**config.mk**
```make
export PLATFORM = sky130hd
export DESIGN_NAME = mul_ctrl_flat
export DESIGN_NICKNAME = d
export VERILOG_FILES = /design/src/rtl/mul_pkg.sv /design/src/rtl/mul_ctrl_if.sv /design/src/rtl/mul_ctrl_fsm.sv /design/src/rtl/mul_ctrl.sv /design/src/flat_wrapper.sv
export SDC_FILE = /design/constraint.sdc
export NUM_CORES = 1
export LEC_CHECK = 0
export ABC_AREA = 1
export CORE_ASPECT_RATIO = 1.2
export CORE_MARGIN = 8
export CORE_UTILIZATION = 40
export DETAILED_ROUTE_END_ITERATION = 8
export MAX_ROUTING_LAYER = met4
export PLACE_DENSITY_LB_ADDON = 0.05
export SYNTH_ARGS = -nofsm -noshare
export SYNTH_HDL_FRONTEND = slang
export SYNTH_SLANG_ARGS = --single-unit
export TNS_END_PERCENT = 5
```
**constraint.sdc**
```tcl
create_clock -name clk -period 1.9 [get_ports clk]
set_clock_uncertainty 0.15 [all_clocks]
set_input_delay 0.38 -clock clk [delete_from_list [all_inputs] [get_ports clk]]
set_output_delay 0.38 -clock clk [all_outputs]
set_load 0.03 [all_outputs]
```
**src/rtl/mul_pkg.sv**
```systemverilog
// Shared types and defaults for the radix-16 Booth multiplier slice.
// The controller state enum lives here so the bench and sub-modules agree on encodings.
package mul_pkg;

  localparam int WIDTH = 32;
  localparam bit FpuMultiplier = 1'b0;

  localparam int MulIters = WIDTH / 4;
  localparam int MulCntWidth = $clog2(MulIters) + 1;

  typedef enum logic [2:0] {
    IDLE,
    LOAD,
    RUN,
    CAPTURE,
    VALID
  } mul_ctrl_state_t;

endpackage

```
**src/rtl/mul_ctrl_if.sv**
```systemverilog
// Issue/consume handshake bus between the issuing unit and mul_ctrl.
// The master side is the issuing unit; the slave side is the controller.
interface mul_ctrl_if
  import mul_pkg::*;
#(
  parameter int WIDTH = mul_pkg::WIDTH
) ();

  logic                   in_valid_i;
  logic                   in_ready_o;
  logic [WIDTH-1:0]       multiplicand_i;
  logic [WIDTH-1:0]       multiplier_i;
  logic                   out_valid_o;
  logic                   out_ready_i;
  logic [2*WIDTH-1:0]     product_o;
  logic [WIDTH-1:0]       product_rounded_o;

  modport master (
    output in_valid_i,
    output multiplicand_i,
    output multiplier_i,
    output out_ready_i,
    input  in_ready_o,
    input  out_valid_o,
    input  product_o,
    input  product_rounded_o
  );

  modport slave (
    input  in_valid_i,
    input  multiplicand_i,
    input  multiplier_i,
    input  out_ready_i,
    output in_ready_o,
    output out_valid_o,
    output product_o,
    output product_rounded_o
  );

endinterface

```
**src/rtl/mul_ctrl_fsm.sv**
```systemverilog
// Sequencing FSM for mul_ctrl: state, iteration counter and handshake decode.
// Emits single-cycle strobes that tell the top when to load operands/results.
module mul_ctrl_fsm
  import mul_pkg::*;
#(
  parameter int WIDTH    = mul_pkg::WIDTH,
  parameter bit ZeroSkip = 1'b1
) (
  input  logic clk,
  input  logic rst_n,
  input  logic in_valid,
  input  logic out_ready,
  input  logic operand_zero,
  output logic in_ready,
  output logic accept,
  output logic zero_load,
  output logic dp_start,
  output logic capture,
  output logic out_valid,
  output logic done,
  output logic busy
);

  localparam int Iters    = WIDTH / 4;
  localparam int CntWidth = $clog2(Iters) + 1;

  mul_ctrl_state_t state_q, state_d;
  logic [CntWidth-1:0] cnt_q, cnt_d;

  always_ff @(posedge clk or negedge rst_n) begin
    if (!rst_n) begin
      state_q <= IDLE;
      cnt_q   <= '0;
    end else begin
      state_q <= state_d;
      cnt_q   <= cnt_d;
    end
  end

  // A new pair may be taken from IDLE, or from VALID in the same cycle the result leaves.
  always_comb begin
    state_d   = state_q;
    cnt_d     = cnt_q;
    in_ready  = 1'b0;
    accept    = 1'b0;
    zero_load = 1'b0;
    dp_start  = 1'b0;
    capture   = 1'b0;
    out_valid = 1'b0;
    done      = 1'b0;

    case (state_q)
      IDLE: begin
        in_ready = 1'b1;
        if (in_valid) begin
          accept = 1'b1;
          if (ZeroSkip && operand_zero) begin
            zero_load = 1'b1;
            state_d   = VALID;
          end else begin
            state_d = LOAD;
          end
        end
      end

      LOAD: begin
        dp_start = 1'b1;
        cnt_d    = CntWidth'(Iters - 1);
        state_d  = RUN;
      end

      RUN: begin
        if (cnt_q == '0) begin
          state_d = CAPTURE;
        end else begin
          cnt_d = cnt_q - CntWidth'(1);
        end
      end

      CAPTURE: begin
        capture = 1'b1;
        state_d = VALID;
      end

      VALID: begin
        out_valid = 1'b1;
        if (out_ready) begin
          done     = 1'b1;
          in_ready = 1'b1;
          if (in_valid) begin
            accept = 1'b1;
            if (ZeroSkip && operand_zero) begin
              zero_load = 1'b1;
              state_d   = VALID;
            end else begin
              state_d = LOAD;
            end
          end else begin
            state_d = IDLE;
          end
        end
      end

      default: begin
        state_d = IDLE;
      end
    endcase
  end

  assign busy = (state_q != IDLE);

endmodule

```
**src/rtl/mul_ctrl.sv**
```systemverilog
// Controller for the radix-16 Booth datapath: registers operands, sequences the
// datapath and holds the captured product behind a valid/ready output.
module mul_ctrl
  import mul_pkg::*;
#(
  parameter int WIDTH         = mul_pkg::WIDTH,
  parameter bit ZeroSkip      = 1'b1,
  parameter bit FpuMultiplier = mul_pkg::FpuMultiplier
) (
  input  logic                 clk,
  input  logic                 rst_n,
  mul_ctrl_if.slave            bus,
  output logic                 busy_o,
  output logic [15:0]          op_count_o,
  output logic                 dp_start_o,
  output logic [WIDTH-1:0]     dp_multiplicand_o,
  output logic [WIDTH-1:0]     dp_multiplier_o,
  input  logic [2*WIDTH-1:0]   dp_product_i,
  input  logic [WIDTH-1:0]     dp_product_rounded_i
);

  logic in_ready;
  logic accept;
  logic zero_load;
  logic capture;
  logic out_valid;
  logic done;
  logic operand_zero;

  logic [WIDTH-1:0]   mcand_q;
  logic [WIDTH-1:0]   mplier_q;
  logic [2*WIDTH-1:0] product_q;
  logic [WIDTH-1:0]   product_rnd_q;
  logic [15:0]        op_count_q;

  assign operand_zero = (bus.multiplicand_i == '0) || (bus.multiplier_i == '0);

  mul_ctrl_fsm #(
    .WIDTH    (WIDTH),
    .ZeroSkip (ZeroSkip)
  ) u_fsm (
    .clk          (clk),
    .rst_n        (rst_n),
    .in_valid     (bus.in_valid_i),
    .out_ready    (bus.out_ready_i),
    .operand_zero (operand_zero),
    .in_ready     (in_ready),
    .accept       (accept),
    .zero_load    (zero_load),
    .dp_start     (dp_start_o),
    .capture      (capture),
    .out_valid    (out_valid),
    .done         (done),
    .busy         (busy_o)
  );

  // Operands only change on acceptance, so they stay frozen from LOAD through CAPTURE.
  always_ff @(posedge clk or negedge rst_n) begin
    if (!rst_n) begin
      mcand_q  <= '0;
      mplier_q <= '0;
    end else if (accept) begin
      mcand_q  <= bus.multiplicand_i;
      mplier_q <= bus.multiplier_i;
    end
  end

  // Only one of the two result paths is live; the other is held at zero.
  always_ff @(posedge clk or negedge rst_n) begin
    if (!rst_n) begin
      product_q     <= '0;
      product_rnd_q <= '0;
    end else if (zero_load) begin
      product_q     <= '0;
      product_rnd_q <= '0;
    end else if (capture) begin
      if (FpuMultiplier) begin
        product_q     <= '0;
        product_rnd_q <= dp_product_rounded_i;
      end else begin
        product_q     <= dp_product_i;
        product_rnd_q <= '0;
      end
    end
  end

  always_ff @(posedge clk or negedge rst_n) begin
    if (!rst_n) begin
      op_count_q <= '0;
    end else if (done) begin
      op_count_q <= op_count_q + 16'd1;
    end
  end

  assign dp_multiplicand_o     = mcand_q;
  assign dp_multiplier_o       = mplier_q;
  assign op_count_o            = op_count_q;
  assign bus.in_ready_o        = in_ready;
  assign bus.out_valid_o       = out_valid;
  assign bus.product_o         = product_q;
  assign bus.product_rounded_o = product_rnd_q;

endmodule

```
**src/flat_wrapper.sv**
```systemverilog
// flat-port wrapper written by rule: the top's interface ports become plain ports
module mul_ctrl_flat import mul_pkg::*;
#(
  parameter int WIDTH         = mul_pkg::WIDTH,
  parameter bit ZeroSkip      = 1'b1,
  parameter bit FpuMultiplier = mul_pkg::FpuMultiplier
)
  (clk, rst_n, busy_o, op_count_o, dp_start_o, dp_multiplicand_o, dp_multiplier_o, dp_product_i, dp_product_rounded_i, bus_in_valid_i, bus_multiplicand_i, bus_multiplier_i, bus_out_ready_i, bus_in_ready_o, bus_out_valid_o, bus_product_o, bus_product_rounded_o);
  mul_ctrl_if #(.WIDTH(WIDTH)) bus_i ();
  input  logic clk;
  input  logic rst_n;
  output logic busy_o;
  output logic [15:0] op_count_o;
  output logic dp_start_o;
  output logic [WIDTH-1:0] dp_multiplicand_o;
  output logic [WIDTH-1:0] dp_multiplier_o;
  input  logic [2*WIDTH-1:0] dp_product_i;
  input  logic [WIDTH-1:0] dp_product_rounded_i;
  input wire logic [$bits(bus_i.in_valid_i)-1:0] bus_in_valid_i;
  input wire logic [$bits(bus_i.multiplicand_i)-1:0] bus_multiplicand_i;
  input wire logic [$bits(bus_i.multiplier_i)-1:0] bus_multiplier_i;
  input wire logic [$bits(bus_i.out_ready_i)-1:0] bus_out_ready_i;
  output wire logic [$bits(bus_i.in_ready_o)-1:0] bus_in_ready_o;
  output wire logic [$bits(bus_i.out_valid_o)-1:0] bus_out_valid_o;
  output wire logic [$bits(bus_i.product_o)-1:0] bus_product_o;
  output wire logic [$bits(bus_i.product_rounded_o)-1:0] bus_product_rounded_o;
  assign bus_i.in_valid_i = bus_in_valid_i;
  assign bus_i.multiplicand_i = bus_multiplicand_i;
  assign bus_i.multiplier_i = bus_multiplier_i;
  assign bus_i.out_ready_i = bus_out_ready_i;
  assign bus_in_ready_o = bus_i.in_ready_o;
  assign bus_out_valid_o = bus_i.out_valid_o;
  assign bus_product_o = bus_i.product_o;
  assign bus_product_rounded_o = bus_i.product_rounded_o;
  mul_ctrl #(.WIDTH(WIDTH), .ZeroSkip(ZeroSkip), .FpuMultiplier(FpuMultiplier)) u_core (.clk(clk), .rst_n(rst_n), .bus(bus_i), .busy_o(busy_o), .op_count_o(op_count_o), .dp_start_o(dp_start_o), .dp_multiplicand_o(dp_multiplicand_o), .dp_multiplier_o(dp_multiplier_o), .dp_product_i(dp_product_i), .dp_product_rounded_i(dp_product_rounded_i));
endmodule
```
* Word-level counts from Yosys, hierarchy flattened
Cells that the tools add are included.
Word-level totals: flip-flop bits (word level) 183, input port bits 164, output and inout port bits 180, logic and storage cells 52
Operators by class: add/subtract/negate cells 2, eq/ne operators 8, mux-type cells 25, reduce and logical (&&, ||, !) cells 10
Operators by type and width (number):
- $mux W64 | 2
- $logic_not A32 Y1 | 2
- $mux W32 | 2
- $add A16 B1 Y16 const B | 1
- $mux W3 | 5
- $pmux W3 S5 | 1
- $mux W1 | 10
- $ne A2 B2 Y1 const B | 4
- $pmux W4 S2 | 1
- $eq A3 B2 Y1 const B | 2
- $pmux W1 S2 | 3
- $logic_not A4 Y1 | 1
- $mux W4 | 1
- $reduce_bool A2 Y1 | 2
- $sub A4 B1 Y4 const B | 1
- $eq A3 B1 Y1 const B | 1
- $eq A3 B3 Y1 const B | 1
- $logic_not A3 Y1 | 1
- $reduce_and A3 Y1 | 1
- $reduce_bool A3 Y1 | 1
- $reduce_and A2 Y1 | 1
- $logic_or A1 B1 Y1 | 1

* Longest topological paths before layout
depth after elaboration 7, depth in mapped cells 12, depth with buffers taken out 10

* Hierarchy
From an unflattened synthesis, not the netlist that was laid out.
Unflattened totals: cell total of the unflattened synthesis 681, area, all modules 7120.6 um^2
Modules (own cells, without submodules):
- mul_ctrl | instances 1, cells an instance 613, area each 6621.4 um^2, seq. area each 3603.5 um^2
- mul_ctrl_fsm | instances 1, cells an instance 68, area each 499.2 um^2, seq. area each 175.2 um^2

* Worst setup path before layout
OpenSTA, ideal clock, no wires.
path type register to register, start register u_core.u_fsm.state_q[2], end register u_core.mcand_q[22], in the netlist u_core.dp_multiplicand_o[22], library setup time 0.130 ns, arrival time 1.690 ns, data required time 1.620 ns, setup slack -0.070 ns, cell stages (with the launch flop) 9, path buffers 2, clock period less this slack 1.970 ns, cell sequence dfrtp_1 -> inv_2 -> nand3_1 -> a21oi_4 -> inv_2 -> buf_4 -> buf_2 -> nand2_1 -> o21ai_1
On the way: word-level cells in the longest chain between the ends 2, elaborated cells between the ends (all ways) 3, those cells by class 1 x eq/ne; 1 x mux; 1 x reduce/logical
RTL lines:
- start, declared | RTL line mul_ctrl_fsm.sv:27 | mul_ctrl_state_t state_q, state_d;
- start signal, assigned | RTL line mul_ctrl_fsm.sv:35 | state_q <= state_d;
- $eq A3 B3 Y1 or $logic_not A3 Y1 (tied branches) | RTL line mul_ctrl_fsm.sv:52 | case (state_q)
- $pmux W1 S2 * | RTL line mul_ctrl_fsm.sv:52
- end signal, assigned | RTL line mul_ctrl.sv:63 | mcand_q <= bus.multiplicand_i;
- end, declared | RTL line mul_ctrl.sv:30 | logic [WIDTH-1:0] mcand_q;
Every way passes the cells marked *; elsewhere a longest branch is shown, timed or not. A chain may end at the register's enable or synchronous reset.

* Worst setup path in the final report
start register u_core.u_fsm.state_q[1], end output bus_in_ready_o
On the way: word-level cells in the longest chain between the ends 2, elaborated cells between the ends (all ways) 3, those cells by class 1 x eq/ne; 1 x mux; 1 x reduce/logical
RTL lines:
- $eq A3 B3 Y1 or $logic_not A3 Y1 (tied branches) | RTL line mul_ctrl_fsm.sv:52
- $pmux W1 S2 * | RTL line mul_ctrl_fsm.sv:52
- end, declared | RTL line flat_wrapper.sv:23 | output wire logic [$bits(bus_i.in_ready_o)-1:0] bus_in_ready_o;
Marks and branches as above.

==> results.json <==
{
  "path_max_fanout": 3,
  "final_util": 0.654,
  "place_hpwl_um": 15900,
  "synthAdderAreaFrac": 0.00379,
  "drt_wl_total_um": 20800,
  "fillers": 1460,
  "grt_usage": 0.206,
  "rsz0062_at_grt": "yes",
  "power_mw": 17.2,
  "p_leak_nw": 5.76,
  "clkTransAtPathRegs_ns": 0.06,
  "layout_commonest_cell": "nand2_1",
  "dieArea_um2": 20900,
  "required_ns": 1.37,
  "grt_pass1_wl_um": 32600,
  "netlist_area_um2": 6610,
  "synth-xor-area-share": 0.0199,
  "cp_common_cell": "buf_6",
  "fp.dieW_um": 133,
  "port_buffers": 279,
  "grt_start_max_net_pins": 55,
  "nets": 1285,
  "drc": 0,
  "antenna_found_initial": 1,
  "drive_above_1_share": 0.121,
  "hp-class": "in -> async",
  "crit_family": "buffers and inverters",
  "detail_route.wl_per_cell_um": 15.5,
  "cts_tree": "yes",
  "synth_compound_area_frac": 0.0411,
  "viasPerCell": 4.48,
  "num_rows": 51,
  "peakVddDrop_v": 0.000898,
  "synth_top_family_by_area": "simple AND/OR/NAND/NOR gates",
  "clkSinkCount": 151,
  "cp-start-kind": "flop",
  "start_util": 0.408,
  "finalCritPeriodShare": 1.02,
  "clockBufferDepth": 2,
  "numCtsBuffers": 17,
  "violations": "negative setup slack",
  "synthSimpleGateAreaFrac": 0.263,
  "arrival_ns": 1.40,
  "syn2layout_area_growth_pct": 60.4,
  "overflow": 0,
  "gp_congestion": 0.810,
  "root_buffer": "clkbuf_16",
  "yosysSeqAreaShare": 0.572,
  "grt_pass1_vias": 6138,
  "drt-pass1-iter-count": 4,
  "path_buf_inv": 4,
  "dpl_worst_slack_ns": -0.289,
  "endpoint_kind": "output port",
  "h-tree-depth": 4,
  "cpPeakStageDelay_ns": 0.38,
  "cpMaxStageDelayCell": "dfrtp_1",
  "p_per_area_nw_per_um2": 1620,
  "antenna_left": 0,
  "synth_seq_cells": 151,
  "core-area_um2": 16200,
  "drv_cap": 0,
  "postLayoutSetupSlackWorst_ns": -0.0304,
  "die_h_um": 157,
  "synth.distinct_cells": 27,
  "synth_warnings": 0,
  "finalHoldViolations": 0,
  "run_status": "complete, but fails checks",
  "setup_violations": 1,
  "cp_cell_sequence": "inv_2 -> buf_4 -> nand3_4 -> buf_6 -> nand2_2 -> buf_6",
  "drt_iter0_drc": 305,
  "avgSynthCellArea_um2": 8.49,
  "clock_latency_ns": 0.43,
  "final_cell_mix": "nand2_1 (296), dfrtp_1 (150), dlygate4sd2_1 (144)",
  "post-route-min-period_ns": 1.93,
  "critPathKind": "reg -> out",
  "fmax_mhz": 518,
  "synth_mux_area_frac": 0,
  "vias": 6022,
  "drv_slew": 0,
  "synthCells": 779,
  "io_pins": 344
}
-- what timing repair did --
item	in CTS	in global routing
resized for setup	153	21
gates cloned	0	1
hold buffers	1	0
buffers inserted	7	2
setup endpoints to repair	147	135
pin swaps	2	7
endpoints found under the hold margin	31	0
-- routing by layer --
layer | vias up | GRT usage | part of all wire
met3 | 14 | 0.0834 | 0.085
li1 | 3034 | - | -
met2 | 198 | 0.331 | 0.50
met4 | 0 | 0.0557 | 0.0086
met5 | - | - | 0
met1 | 2776 | 0.234 | 0.41
-- final timing paths --
check                                                       startpoint                                        to  slack [ns]  cells after the start
worst max-delay path               u_core.u_fsm.state_q[1]$_DFFE_PN0P_                            bus_in_ready_o       -0.03                      6
worst min-delay path                                             rst_n  u_core.dp_multiplicand_o[22]$_DFFE_PN0P_        0.27                      2
worst max register to register     u_core.u_fsm.state_q[2]$_DFFE_PN0P_  u_core.dp_multiplicand_o[16]$_DFFE_PN0P_        0.04                      9
worst min register to register  u_core.dp_multiplier_o[28]$_DFFE_PN0P_    u_core.dp_multiplier_o[28]$_DFFE_PN0P_        0.31                      2
max in group asynchronous                                        rst_n  u_core.dp_multiplicand_o[29]$_DFFE_PN0P_        0.77                      3
min in group clk                u_core.dp_multiplier_o[28]$_DFFE_PN0P_    u_core.dp_multiplier_o[28]$_DFFE_PN0P_        0.31                      2
-- Yosys cell counts (all sizes together) --
| cell type | instances | area (µm²) |
|---|---|---|
| ha | 2 | 25.0 |
| xnor2 | 6 | 52.6 |
| conb | 1 | 3.75 |
| nor3b | 1 | 7.51 |
| a22oi | 1 | 7.51 |
| nand4 | 6 | 37.5 |
| buf | 56 | 379 |
| nor3 | 6 | 30.0 |
| clkbuf | 11 | 41.3 |
| nand3b | 1 | 7.51 |
| nor2 | 39 | 154 |
| a21oi | 5 | 36.3 |
| o21ai | 44 | 220 |
| o211ai | 1 | 7.51 |
| inv | 64 | 240 |
| nand2 | 301 | 1130 |
| nand3 | 74 | 370 |
| dfrtp | 151 | 3780 |
| xor2 | 9 | 78.8 |
-- through the flow --
stage / TNS, ns / area (µm²) / cells / hold slack [ns]
after floorplan: -0.0360 / 6730 / 810 / -0.0656
after global placement: -22.36 / 9980 / 1301 / 0.159
after detailed placement: -21.84 / 9980 / 1301 / 0.161
after CTS: -0.0870 / 10500 / 1341 / 0.271
after global routing: -1.22 / 10600 / 1345 / 0.289
final: -0.0304 / 10600 / 1345 / 0.266
-- cell type report --
type	instances	area [µm²]	area share
diodes	1	2.50	0.000236
clock buffers	21	460	0.0434
clock inverters	11	123	0.0116
inverters	64	245	0.0231
multi-input cells	528	2380	0.224
flip-flops and latches	151	3780	0.357
well taps	212	265	0.0250
repair buffers	357	3350	0.316
-- state kept, by name (all words and copies together), names as in the netlist --
name	cells
u_core.op_count_o	16
u_core.u_fsm.cnt_q	4
u_core.bus.product_o	64
u_core.dp_multiplier_o	32
u_core.u_fsm.state_q	3
u_core.dp_multiplicand_o	32
-- power breakdown --
part	internal, mW	total [mW]	switching, mW
Combinational	2.93	8.51	5.58
Sequential	4.61	5.30	0.697
Clock	2.00	3.34	1.34
-- kinds of logic after synthesis --
group | count (synthesis)
adders and majority gates | 2
buffers and inverters | 131
AOI/OAI and AO/OA | 51
xor gates and xnor gates | 15
and+or+nand+nor | 428
other | 1
DFF | 151
(Power assumes the default switching activity.)
